===== src/rtl/pc_sequencer.sv =====
// pc_sequencer: registered program-counter sequencer with a small
// return-address stack for call/return and a sticky overflow/underflow flag.
//
// Ports:
//   clk, rst      clock; asynchronous active-high reset
//   En            advance enable (low = stall, all state holds)
//   op            000 INC, 001 BRANCH, 010 JUMP, 011 CALL, 100 RET, others INC
//   cond          branch condition (BRANCH only)
//   offset        signed branch displacement
//   target        absolute address for JUMP/CALL
//   pc            current program counter (registered)
//   tos           top-of-stack entry, 0 when the stack is empty
//   depth         number of valid stack entries
//   stack_full    depth == DEPTH
//   stack_empty   depth == 0
//   fault         sticky overflow/underflow flag
module pc_sequencer #(
  parameter int unsigned      WIDTH        = 8,
  parameter int unsigned      DEPTH        = 4,
  parameter logic [WIDTH-1:0] RESET_VECTOR = '0
) (
  input  logic                       clk,
  input  logic                       rst,
  input  logic                       En,
  input  logic [2:0]                 op,
  input  logic                       cond,
  input  logic [WIDTH-1:0]           offset,
  input  logic [WIDTH-1:0]           target,
  output logic [WIDTH-1:0]           pc,
  output logic [WIDTH-1:0]           tos,
  output logic [$clog2(DEPTH+1)-1:0] depth,
  output logic                       stack_full,
  output logic                       stack_empty,
  output logic                       fault
);

  localparam int unsigned DW = $clog2(DEPTH + 1);
  localparam int unsigned IW = (DEPTH > 1) ? $clog2(DEPTH) : 1;

  typedef enum logic [2:0] {
    OP_INC    = 3'b000,
    OP_BRANCH = 3'b001,
    OP_JUMP   = 3'b010,
    OP_CALL   = 3'b011,
    OP_RET    = 3'b100
  } op_e;

  logic [WIDTH-1:0] pc_q, pc_d;
  logic [WIDTH-1:0] stack_q [DEPTH];
  logic [WIDTH-1:0] stack_d [DEPTH];
  logic [DW-1:0]    depth_q, depth_d;
  logic             fault_q, fault_d;

  logic [WIDTH-1:0] pc_inc;
  logic [IW-1:0]    push_idx;
  logic [IW-1:0]    top_idx;
  logic             full;
  logic             empty;

  // Status decode from registered state only.
  assign full     = (depth_q == DW'(DEPTH));
  assign empty    = (depth_q == '0);
  assign pc_inc   = pc_q + WIDTH'(1);
  assign push_idx = IW'(depth_q);
  // Wraps when empty; every use is guarded by the empty flag.
  assign top_idx  = IW'(depth_q - DW'(1));

  // Next-state computation for pc, stack, depth and fault.
  always_comb begin
    pc_d    = pc_q;
    stack_d = stack_q;
    depth_d = depth_q;
    fault_d = fault_q;
    if (En) begin
      case (op)
        OP_BRANCH: pc_d = cond ? (pc_q + offset) : pc_inc;
        OP_JUMP:   pc_d = target;
        OP_CALL: begin
          if (full) begin
            pc_d    = pc_inc;
            fault_d = 1'b1;
          end else begin
            stack_d[push_idx] = pc_inc;
            pc_d              = target;
            depth_d           = depth_q + DW'(1);
          end
        end
        OP_RET: begin
          if (empty) begin
            pc_d    = pc_inc;
            fault_d = 1'b1;
          end else begin
            // Popped entry is left in place; tos masks it once empty.
            pc_d    = stack_q[top_idx];
            depth_d = depth_q - DW'(1);
          end
        end
        default:   pc_d = pc_inc;
      endcase
    end
  end

  // State registers.
  always_ff @(posedge clk or posedge rst) begin
    if (rst) begin
      pc_q    <= RESET_VECTOR;
      stack_q <= '{default: '0};
      depth_q <= '0;
      fault_q <= 1'b0;
    end else begin
      pc_q    <= pc_d;
      stack_q <= stack_d;
      depth_q <= depth_d;
      fault_q <= fault_d;
    end
  end

  // Top-of-stack view reads zero whenever the stack is empty.
  always_comb begin
    tos = '0;
    if (!empty) tos = stack_q[top_idx];
  end

  assign pc          = pc_q;
  assign depth       = depth_q;
  assign stack_full  = full;
  assign stack_empty = empty;
  assign fault       = fault_q;

endmodule


===== config.mk =====
export PLATFORM = sky130hd
export DESIGN_NAME = pc_sequencer
export DESIGN_NICKNAME = d
export VERILOG_FILES = /design/src/rtl/pc_sequencer.sv
export SDC_FILE = /design/constraint.sdc
export NUM_CORES = 1
export LEC_CHECK = 0
export BUFFER_PORTS_ARGS = -buffer_cell sky130_fd_sc_hd__buf_2
export CAP_MARGIN = 20
export CORE_ASPECT_RATIO = 1.25
export CORE_UTILIZATION = 55
export DETAILED_ROUTE_END_ITERATION = 8
export GPL_TIMING_DRIVEN = 0
export PLACE_DENSITY = 0.78
export SLEW_MARGIN = 20
export SYNTH_ARGS = -nofsm -noshare
export SYNTH_HDL_FRONTEND = slang
export SYNTH_SLANG_ARGS = --single-unit

===== constraint.sdc =====
create_clock -name clk -period 3.3 [get_ports clk]
set_input_delay 0 -clock clk [delete_from_list [all_inputs] [get_ports clk]]
set_output_delay 0 -clock clk [all_outputs]
set_load 0.05 [all_outputs]

=== Word level (Yosys, flattened, before mapping) ===
Index checks and enable logic that the tools add are counted.

* Flip-flop bits (word level): 44
* Input port bits: 23
* Output and inout bits: 22
* Word-level logic and storage cells: 49

* Add/sub/neg operators: 4
* $lt $le $gt $ge: 3
* Eq/ne operators: 9
* Mux-type cells: 17
* Bitwise operators: 3
* Reductions and logical operators: 6

{| class="wikitable"
|+ Operator list
! kind !! count
|-
| $mux W8 || 7
|-
| $bwmux W32 || 1
|-
| $pmux W8 S4 || 1
|-
| $bmux W8 S2 || 1
|-
| $demux W8 S2 || 1
|-
| $add A8 B1 Y8 const B || 1
|-
| $add A8 B8 Y8 || 1
|-
| $ne A2 B2 Y1 const B || 4
|-
| $reduce_and A4 Y1 || 2
|-
| $eq A3 B2 Y1 const B || 2
|-
| $eq A3 B3 Y1 const B || 2
|-
| $ge A3 B3 Y1 const B || 2
|-
| $mux W3 || 2
|-
| $not A2 Y3 || 2
|-
| $pmux W3 S2 || 1
|-
| $add A3 B1 Y3 const B || 1
|-
| $eq A3 B1 Y1 const B || 1
|-
| $logic_not A3 Y1 || 1
|-
| $lt A3 B1 Y1 const B || 1
|-
| $reduce_and A3 Y1 || 1
|-
| $sub A3 B1 Y3 const B || 1
|-
| $mux W1 || 2
|-
| $pmux W1 S2 || 1
|-
| $reduce_bool A2 Y1 || 1
|-
| other kinds (2) || 2
|}

=== Depth between registers and ports, before layout ===
Gate-level depths: netlist of run 1.

* Depth after elaboration: 7
* Depth in mapped cells: 10
* Mapped depth without buffers: 8

=== Least setup slack after synthesis of run 1 ===
Ideal clock, no wire load.

* Kind: register -> register
* Start: reg depth_q[0], in the netlist depth[0]
* End: reg pc_q[4], in the netlist pc[4]
* Setup time: 0.126 ns
* Data arrival time: 3.022 ns
* Required time: 3.174 ns
* Setup slack: 0.152 ns
* Stages on the path, launching flop included: 10
* Buffers on the path: 2
* Period minus slack after synthesis: 3.148 ns
* Cells stage by stage: dfrtp_1 -> buf_2 -> inv_1 -> ha_1 -> ha_1 -> clkbuf_2 -> nor4b_4 -> a2111oi_4 -> nor2b_1 -> o32a_1

* Longest elaborated chain between the ends: 7
* Elaborated cells on any way between the ends: 10
* Those cells by class: add/sub: 1; eq/ne: 1; mux: 6; bitwise: 1; reduce/logical: 1

{| class="wikitable"
|+ RTL lines
! what !! RTL line !! source
|-
| start, declared || 51 || <nowiki>logic [DW-1:0] depth_q, depth_d;</nowiki>
|-
| start signal, assigned || 113 || <nowiki>depth_q <= depth_d;</nowiki>
|-
| $sub A3 B1 Y3 || - ||
|-
| named net top_idx[0] || 56 || <nowiki>logic [IW-1:0] top_idx;</nowiki>
|-
| $not A2 Y3 (implied by the code) || 94 || <nowiki>pc_d = stack_q[top_idx];</nowiki>
|-
| $bmux W8 S2 || 94 ||
|-
| $mux W8 (implied by the code) (2 in series) || 94 ||
|-
| $mux W8 || 89 || <nowiki>if (empty) begin</nowiki>
|-
| $pmux W8 S4 || 75 || <nowiki>case (op)</nowiki>
|-
| end signal, assigned || 111 || <nowiki>pc_q <= pc_d;</nowiki>
|-
| end, declared || 48 || <nowiki>logic [WIDTH-1:0] pc_q, pc_d;</nowiki>
|}

The timed path passes the listed nets, and every way through them passes these cells. The select of a mux whose other input is x is not followed.
A chain may end at the register's enable or synchronous reset.

=== Worst setup path in the final report of run 1 ===
* Start: reg depth_q[0], in the netlist depth[0]
* End: reg pc_q[5], in the netlist pc[5]

The elaborated chain is that of the path after synthesis.

==> results of run 1 <==
[critical path, cell delays in order, from the launching register on]
cell and delay (ns):
dfrtp_1 0.39, buf_2 0.31, inv_1 0.11, ha_1 0.26, ha_1 0.20, clkbuf_2 0.23, nor4b_4 0.63, a2111oi_4 0.20
nand3b_1 0.14, a21oi_1 0.07, a311o_1 0.32
[layer usage]
metal	global-route usage	wire, um	part of all wire	vias up
li1	-	-	-	1014
met1	0.288	2510	0.41	1042
met2	0.458	3230	0.53	54
met3	0.0426	201	0.033	14
met4	0.113	131	0.022	0
met5	0	0	0	-
[cell usage in the layout, fill, tap and decap left out, types with 5 or more instances in the layout]
master | Yosys | final
buf_2 | 6 | 49
dfrtp_1 | 44 | 44
nand2_1 | 24 | 24
o21ai_0 | 20 | 20
mux2_2 | 15 | 15
nor2_1 | 14 | 14
ha_1 | 14 | 14
nor2b_1 | 10 | 10
inv_1 | 9 | 8
a21oi_1 | 8 | 8
mux4_2 | 8 | 8
xor2_1 | 7 | 7
clkbuf_8 | 0 | 6
a221oi_1 | 5 | 5
a31oi_1 | 5 | 5
[worst paths after layout]
| path | depth (start not counted) | slack (ns) | end |
|---|---|---|---|
| setup / recovery | 10 | 0.32 | pc[5] |
| min in group asynchronous | 3 | 0.25 | stack_q[11] |
| hold / removal | 3 | 0.005 | pc[0] |
| setup reg to reg | 10 | 0.32 | pc[5] |
| max in group asynchronous | 4 | 2.57 | stack_q[14] |
| hold reg to reg | 2 | 0.48 | stack_q[11] |
[timing repair]
action                                  4_1_cts  5_1_grt
endpoints found under the setup margin        0        0
hold buffers                                  1        0
hold endpoints to repair                     19        0
[cell type report]
type | count | area [um^2]
well taps | 60 | 75.1
plain buffers | 10 | 50.0
flip-flops and latches | 44 | 1100
clock buffers | 7 | 86.3
inverters | 9 | 33.8
clock inverters | 1 | 7.51
multi-input cells | 185 | 1500
fillers | 384 | 1600
repair buffers | 45 | 245
[metrics by stage]
stage	worst slack, ns	utilization
floorplan	0.152	-
global placement	0.339	0.633
detailed placement	0.288	0.637
CTS	0.289	0.659
global route	0.138	0.659
finish	0.321	0.659
[cells by family after synthesis]
family | count (synthesis) | share of synthesized area
xor+xnor | 11 | 0.0359
compound gates | 62 | 0.160
simple gates | 73 | 0.155
flops | 44 | 0.411
fa+ha+maj | 15 | 0.0728
mux | 24 | 0.134
buf+inv | 19 | 0.0313
[sequential cells by signal (all words and copies together) (netlist names)]
| name | cells |
|---|---|
| depth | 3 |
| stack_q | 32 |
| fault | 1 |
| pc | 8 |
[power by group through the flow]
| stage | Clock [mW] | Sequential [mW] | Combinational [mW] |
|---|---|---|---|
| after floorplan | 0 | 1.08 | 1.23 |
| after global placement | 0 | 0.910 | 1.76 |
| after detailed placement | 0 | 0.926 | 1.79 |
| after CTS | 0.365 | 0.916 | 1.80 |
| after global routing | 0.383 | 0.949 | 1.92 |
| final | 0.355 | 0.921 | 1.80 |
==> results_dict.tcl, run 1 <==
set metrics [dict create \
    cts_made_buffers 5 \
    p_sw_mw 1.51 \
    routed-via-count 2124 \
    synth_enable_flop_cells 0 \
    synth_warnings 0 \
    slew_headroom 0.409 \
    start_kind "flip-flop" \
    fin_nets 338 \
    seqPwrFrac 0.300 \
    viasPerCell 5.88 \
    crit_start "depth[0]" \
    hold_ws_ns 0.00496 \
    grt_pass1_vias 2130 \
    critical_path.max_fanout 10 \
    cp-end-kind "flip-flop" \
    rsz0062_at_grt "false" \
    power.total_mw 3.08 \
    io_pins 45 \
    cts_setup_buffers 0 \
    rows 28 \
    fin_crit_sh 0.903 \
    yosys_register_bits 44 \
    portBuffers 43 \
    max-cap-violations 0 \
    path_class "flip-flop to flip-flop" \
    antenna_found_initial 0 \
    ys_seq_area_frac 0.411 \
    synth_flop_cell "dfrtp_1" \
    ys_async_sr_fraction 1.00 \
    firstDrtPassIters 5 \
    h-tree-depth 2 \
    cts.repair.resized 0 \
    synth.area.top_cells "dfrtp_1 41%, mux4_2 6.7%, ha_1 6.5%" \
    skew_ns 0.00688 \
    postLayoutCellArea_um2 3100 \
    path_clk_slew_ns 0.09 \
    arrival_ns 3.17 \
    comb_power_share 0.585 \
    ys_top_cells_by_count "44 x dfrtp_1, 24 x nand2_1, 20 x o21ai_0" \
    yosysMostFrequentCell "dfrtp_1" \
    min_period_ns 2.98 \
    track_usage 0.253 \
    core_um2 4690 \
    finalSetupViolCount 0 \
    synth.net_count 286 \
    synth_cells 248 \
    peakVddDrop_uv 495 \
    cts_buffer_depth 2 \
    r2r-start "depth[0]" \
    final_hold_viol_count 0 \
    antenna_cells 0 \
    die_w_um 64.5 \
    fmax_mhz 336 \
    drcViolationCount 0 \
    dp.final_hpwl_um 4490 \
    routed_wirelength_um 6070 \
    cts_tree "done" \
    initial_core_util 0.571 \
    grt_first_pass_wirelength_um 9770 \
    syn_avg_cell_area_um2 10.8 \
    gp_congestion 0.839 \
    p_int_mw 1.56 \
    dieArea_um2 5160 \
    synth.distinct_cells 50 \
    synth_area_um2 2680 \
    worst_pin_slew_ns 0.874 \
    tns_ns 0 \
    final-max-slew-violation-count 0 \
    area_growth_pct 15.4 \
    worstSkewPairLatency_ns 0.30 \
    hold_start "target[0]" \
    postRouteAntennaNets 0 \
    power_frac_clock 0.115 \
    dpl_cell_area_um2 2990 \
    place_inst 352 \
    drive_above_1_share 0.312 \
    drtIter0Drc 81 \
    fin_cells 361 \
    root_buffer "clkbuf_8" \
    sw_frac_of_total 0.492 \
    wl_per_cell_um 16.8 \
    yosysTopAreaCellShare 0.411 \
    yosysTopAreaCell "dfrtp_1" \
    die_h_um 80.1 \
    status "complete, no violations" \
    hp-class "input port to flip-flop" \
    leakage_nw 1.43 \
    cts.sinks 44 \
    grt_max_degree 26 \
    critPathRequiredTime_ns 3.49 \
    overflow 0 \
    power_density_nw_per_um2 994 \
]
(Power assumes the default switching activity.)
==> run 2, diff against run 1 <==
ABC_AREA = 1   (was not set)
CORE_UTILIZATION = 52   (was 55)
PLACE_DENSITY = 0.77   (was 0.78)
clock period = 2.5 ns   (was 3.3 ns; I/O delays follow)
==> run 2 against run 1 <==
  * Combinational power increased by 69%
  * Clock power is 71% higher
  * Sequential power grew 35%
  * Sequential share of layout area down 3.6 points
  * Non-clock buffer count grew 1
  * Register-to-register slack got worse by 0.13 ns
  * Clock skew grew 0.0011 ns
==> results_dict.tcl, run 2 <==
set metrics [dict create \
    status "complete, no violations" \
    yosysTopAreaCellShare 0.372 \
    final_hold_viol_count 0 \
    synth.area.top_cells "dfrtp_1 37%, nand2_1 14%, nor2_1 7.0%" \
    cpLargestDelayFamily "buffers and inverters" \
    path_buf_inv 5 \
    antenna_found_initial 0 \
    drcViolationCount 0 \
    fin_nets 490 \
    core_um2 5440 \
    overflow 0 \
    multi_input_area_um2 1630 \
    worst_pin_slew_ns 0.564 \
    peakVddDrop_uv 989 \
    track_usage 0.259 \
    synth.net_count 438 \
    cts_tree "done" \
    fin_ws_ns 0.167 \
    cts_buffer_depth 2 \
    drtIter0Drc 148 \
    synth_top_family_by_area "simple AND/OR/NAND/NOR gates" \
    routed_wirelength_um 7320 \
    busiest_layer "met2" \
    comb_power_share 0.622 \
    worstSkewPairLatency_ns 0.30 \
    hold_depth 5 \
    cts_setup_buffers 0 \
    area_growth_pct 16.7 \
    fmax_mhz 429 \
    min_period_ns 2.33 \
    cts_made_buffers 5 \
    rsz0062_at_grt "false" \
    critical_path.max_fanout 11 \
    viasPerCell 5.20 \
    arrival_ns 2.33 \
    firstDrtPassIters 4 \
    finalSetupViolCount 0 \
    ys_async_sr_fraction 1.00 \
    die_w_um 69.5 \
    ys_top_cells_by_count "113 x nand2_1, 55 x nor2_1, 44 x dfrtp_1" \
    seqPwrFrac 0.253 \
    synth_enable_flop_cells 0 \
    path_clk_slew_ns 0.09 \
    yosys.area_share.simple 0.324 \
    largest_register_ffs 32 \
    p_int_mw 2.22 \
    slowest_delay_ns 0.45 \
    synthMuxAreaShare 0 \
    r2r-start "depth[0]" \
    power_frac_clock 0.124 \
    p_sw_mw 2.68 \
    synth.distinct_cells 33 \
    cpMaxStageDelayCell "dfrtp_2" \
    synth_fa_ha_area_frac 0.0660 \
    power_density_nw_per_um2 1420 \
    hold_start "target[3]" \
    leakage_nw 1.87 \
    portBuffers 43 \
    fill_cells 478 \
    yosys_register_bits 44 \
    grt_pass1_vias 2670 \
    h-tree-depth 2 \
    initial_core_util 0.543 \
    ys_seq_area_frac 0.372 \
    yosysMostFrequentCell "nand2_1" \
    hold_end "pc[3]" \
    synth_warnings 0 \
    gr-usage-met2 0.495 \
    critPathRequiredTime_ns 2.50 \
    use_met1 0.300 \
    io_pins 45 \
    hp-class "input port to flip-flop" \
    cp-end-kind "output port" \
    sw_frac_of_total 0.547 \
    tns_ns 0 \
    final-max-slew-violation-count 0 \
    power.total_mw 4.90 \
    rows 30 \
    cts.sinks 44 \
    dpl_worst_slack_ns -0.0722 \
    synth_compound_area_frac 0.129 \
    synth_xor_area_frac 0.0258 \
    reg2reg_slack_ns 0.19 \
    met3_usage 0.0337 \
    skew_ns 0.00795 \
    layout_common_cells "113 x nand2_1, 54 x nor2_1, 45 x buf_2" \
    wl_per_cell_um 14.2 \
    regMostFlops "stack_q" \
    layout_commonest_cell "nand2_1" \
    slew_headroom 0.622 \
    path_cells "inv_1 > buf_6 > ha_2 > buf_2 > inv_4 > a21oi_1 > o21ai_0 > nand2_1 > nor2_1 > clkbuf_4" \
    dp.final_hpwl_um 5650 \
    antenna_cells 0 \
    max-cap-violations 0 \
    path_class "flip-flop to output port" \
    postRouteAntennaNets 0 \
    root_buffer "clkbuf_8" \
    die_h_um 86.3 \
    synth_flop_cell "dfrtp_1" \
    synth_area_um2 2960 \
    drive_above_1_share 0.230 \
    timing.rr.end "depth[2]" \
    fin_crit_sh 0.933 \
    routed-via-count 2689 \
    syn_avg_cell_area_um2 7.39 \
    gp_congestion 0.899 \
    synth_cells 400 \
    regArea_um2 1100 \
    reg2reg_depth 12 \
    grt_max_degree 24 \
    start_kind "flip-flop" \
    yosysTopAreaCell "dfrtp_1" \
    grt_first_pass_wirelength_um 12200 \
    dieArea_um2 6000 \
]
==> run 2: power groups by stage <==
stage | Clock, mW | Combinational (mW) | Sequential, mW
after CTS | 0.615 | 3.00 | 1.24
final | 0.608 | 3.05 | 1.24
after global placement | 0 | 2.91 | 1.24
after global routing | 0.640 | 3.34 | 1.28
after floorplan | 0 | 2.09 | 1.44
after detailed placement | 0 | 2.98 | 1.25
==> run 2: area by class of cell <==
type                    instances  share of cell area
plain buffers                  11              0.0254
clock buffers                   7              0.0279
clock inverters                 1             0.00870
inverters                      45              0.0497
multi-input cells             300               0.471
flip-flops and latches         44               0.319
well taps                      64              0.0232
repair buffers                 45              0.0747
==> run 2: kinds of logic after synthesis <==
logic type | after synthesis
compound gates | 62
xor+xnor | 7
fa+ha+maj | 15
buf+inv | 56
flops | 44
simple gates | 216
==> run 2: repair_timing <==
item,4_1_cts,5_1_grt
gates resized for setup,1,7
endpoints found under the setup margin,3,9
hold buffers,1,0
endpoints found under the hold margin,21,0
==> run 2: worst max-delay path by stage <==
stage / startpoint / to / cells after the start
floorplan: depth[0] / depth[2] / 11
global placement: depth[0] / depth[2] / 12
detailed placement: depth[0] / depth[2] / 12
CTS: depth[0] / depth[2] / 12
global route: depth[0] / depth[2] / 12
finish: depth[0] / tos[3] / 10
==> run 2: per-layer routing <==
| metal | share of wire | vias to the layer above | routed length [um] |
|---|---|---|---|
| li1 | - | 1373 | - |
| met1 | 0.41 | 1249 | 2970 |
| met2 | 0.54 | 59 | 3970 |
| met3 | 0.039 | 8 | 285 |
| met4 | 0.013 | 0 | 96 |
| met5 | 0 | - | 0 |
==> run 2: metrics by stage <==
stage / instance area [um^2] / cells / util / hold WS [ns]
after floorplan: 2970 / 400 / - / 0.238
after global placement: 3260 / 507 / 0.600 / 0.334
after detailed placement: 3290 / 508 / 0.605 / 0.0704
after CTS: 3430 / 517 / 0.630 / 0.0168
after global routing: 3450 / 517 / 0.634 / 0.0451
final: 3450 / 517 / 0.634 / 0.0128
==> run 2: worst register-to-register path, delay by kind of cell, from the launching register on <==
family | cells | cell delay (ns)
flip-flops | 1 | 0.45
adder cells (fa/ha/maj) | 2 | 0.43
AND/OR/NAND/NOR | 3 | 0.33
AO/OA/AOI/OAI | 2 | 0.22
buffers and inverters | 5 | 0.75
==> run 3, diff against run 2 <==
ABC_AREA = not set   (was 1)
CORE_UTILIZATION = 51   (was 52)
PLACE_DENSITY = 0.76   (was 0.77)
==> run 3 against run 2 <==
  * Worst hold slack worse by 0.0065 ns
  * Sequential cell count unchanged
  * Sequential share of layout area up 2.6 points
  * Die area down 7.4%
  * Routed wire length down 17%
  * Non-clock buffer count up 1
  * Clock skew down 0.0020 ns
  * Combinational power down 19%
  * Core utilization down 0.49 points
  * Critical path type is now flip-flop to flip-flop
  * Largest cell class unchanged
==> results_dict.tcl, run 3 (synthesis results as in run 1) <==
set metrics [dict create \
    cts.sinks 44 \
    gr-usage-met2 0.403 \
    rows 29 \
    fin_cells 365 \
    layout_commonest_cell "buf_2" \
    dp.final_hpwl_um 4560 \
    fin_crit_sh 0.945 \
    leakage_nw 1.45 \
    postRouteAntennaNets 0 \
    core_um2 5080 \
    io_pins 45 \
    track_usage 0.246 \
    cts_buffer_depth 2 \
    area_growth_pct 19.2 \
    layout_common_cells "47 x buf_2, 41 x dfrtp_1, 24 x nand2_1" \
    finalSetupViolCount 0 \
    final_util 0.629 \
    largest_register_ffs 32 \
    arrival_ns 2.61 \
    antenna_found_initial 0 \
    met3_usage 0.0508 \
    drtIter0Drc 111 \
    initial_core_util 0.528 \
    postLayoutCellArea_um2 3200 \
    final-max-slew-violation-count 0 \
    cp-end-kind "flip-flop" \
    min_period_ns 2.36 \
    worstSkewPairLatency_ns 0.31 \
    antenna_cells 0 \
    viasPerCell 5.82 \
    fmax_mhz 423 \
    cts_made_buffers 5 \
    start_kind "flip-flop" \
    slowest_delay_ns 0.49 \
    peakVddDrop_uv 653 \
    overflow 0 \
    worst_pin_slew_ns 0.901 \
    critPathRequiredTime_ns 2.74 \
    wl_per_cell_um 16.7 \
    die_w_um 66.9 \
    cpMaxStageDelayCell "a2111oi_4" \
    h-tree-depth 2 \
    fin_nets 340 \
    status "complete, no violations" \
    portBuffers 43 \
    routed_wirelength_um 6110 \
    max-cap-violations 0 \
    drcViolationCount 0 \
    slew_headroom 0.391 \
    skew_ns 0.00593 \
    critical_path.max_fanout 10 \
    hp-class "input port to flip-flop" \
    path_common_cell "ha_4" \
    root_buffer "clkbuf_8" \
    power.total_mw 4.24 \
    place_inst 354 \
    grt_first_pass_wirelength_um 10200 \
    dieArea_um2 5550 \
    routed-via-count 2123 \
    dpl_cell_area_um2 3050 \
    grt_max_degree 29 \
    drive_above_1_share 0.350 \
    grt_pass1_vias 2119 \
    hold_ws_ns 0.00632 \
    cts_tree "done" \
    final_hold_viol_count 0 \
    gp_congestion 0.803 \
    regMostFlops "stack_q" \
    path_cells "buf_8 > inv_4 > ha_4 > ha_4 > clkbuf_8 > nor4b_4 > buf_4 > a2111oi_4 > nand3b_1 > a21oi_2 > a311o_1" \
    path_clk_slew_ns 0.09 \
    firstDrtPassIters 5 \
    path_class "flip-flop to flip-flop" \
    use_met1 0.310 \
    power_density_nw_per_um2 1330 \
    busiest_layer "met2" \
    die_h_um 83.1 \
]
[run 3: cell count changes in the layout (fill, tap and decap cells not counted), moves of 8 or more]
| cell | before | now |
|---|---|---|
| nand2_1 | 113 | 24 |
| nor2_1 | 54 | 14 |
| inv_1 | 39 | 7 |
| nand3_1 | 26 | 4 |
| mux2_2 | 0 | 15 |
| o21ai_1 | 14 | 2 |
| o21ai_2 | 12 | 0 |
| nor2b_1 | 0 | 9 |
| mux4_2 | 0 | 8 |
[run 3: worst max-delay path, delay by kind of cell, from the launching register on]
kind	cells	cell delay (ns)
buffers and inverters	4	0.55
adder cells (fa/ha/maj)	2	0.30
AO/OA/AOI/OAI	3	0.79
flip-flops	1	0.44
AND/OR/NAND/NOR	2	0.23
[run 3: cell type report]
type | count | area [um^2]
Buffer | 10 | 71.3
Clock buffer | 5 | 68.8
Clock inverter | 3 | 46.3
Fill cell | 417 | 1880
Inverter | 9 | 36.3
Multi-Input combinational cell | 185 | 1530
Sequential cell | 44 | 1100
Tap cell | 62 | 77.6
Timing Repair Buffer | 47 | 260
[run 3: final timing paths]
| check | from | endpoint | slack, ns | cells after the start |
|---|---|---|---|---|
| setup / recovery | depth[0] | pc[5] | 0.14 | 11 |
| hold / removal | target[0] | pc[0] | 0.006 | 3 |
| setup reg to reg | depth[0] | pc[5] | 0.14 | 11 |
| hold reg to reg | stack_q[19] | stack_q[19] | 0.49 | 2 |
| max in group asynchronous | rst | stack_q[25] | 1.79 | 4 |
| min in group asynchronous | rst | stack_q[22] | 0.23 | 3 |
[run 3: per-stage QoR]
step / setup WS, ns / setup TNS (ns)
floorplan: -0.0168 / -0.0168
global placement: -0.0550 / -0.0550
detailed placement: -0.0719 / -0.116
CTS: 0.0890 / 0
global route: -0.0267 / -0.0267
finish: 0.138 / 0
[run 3: power by group]
part / internal [mW] / total [mW] / switching, mW
Clock: 0.301 / 0.570 / 0.269
Combinational: 0.895 / 2.46 / 1.56
Sequential: 1.01 / 1.21 / 0.205
[run 3: repair_timing]
action / in CTS / in global routing
gates resized for setup: 0 / 4
endpoints found under the setup margin: 3 / 2
hold buffers: 1 / 0
pin swaps: 1 / 0
cloned: 0 / 0
endpoints found under the hold margin: 16 / 0
setup buffers: 2 / 0
[run 3: layer usage]
metal / routed length, um / part of all wire
met4: 119 / 0.019
met2: 3160 / 0.52
met5: 0 / 0
met3: 201 / 0.033
met1: 2630 / 0.43
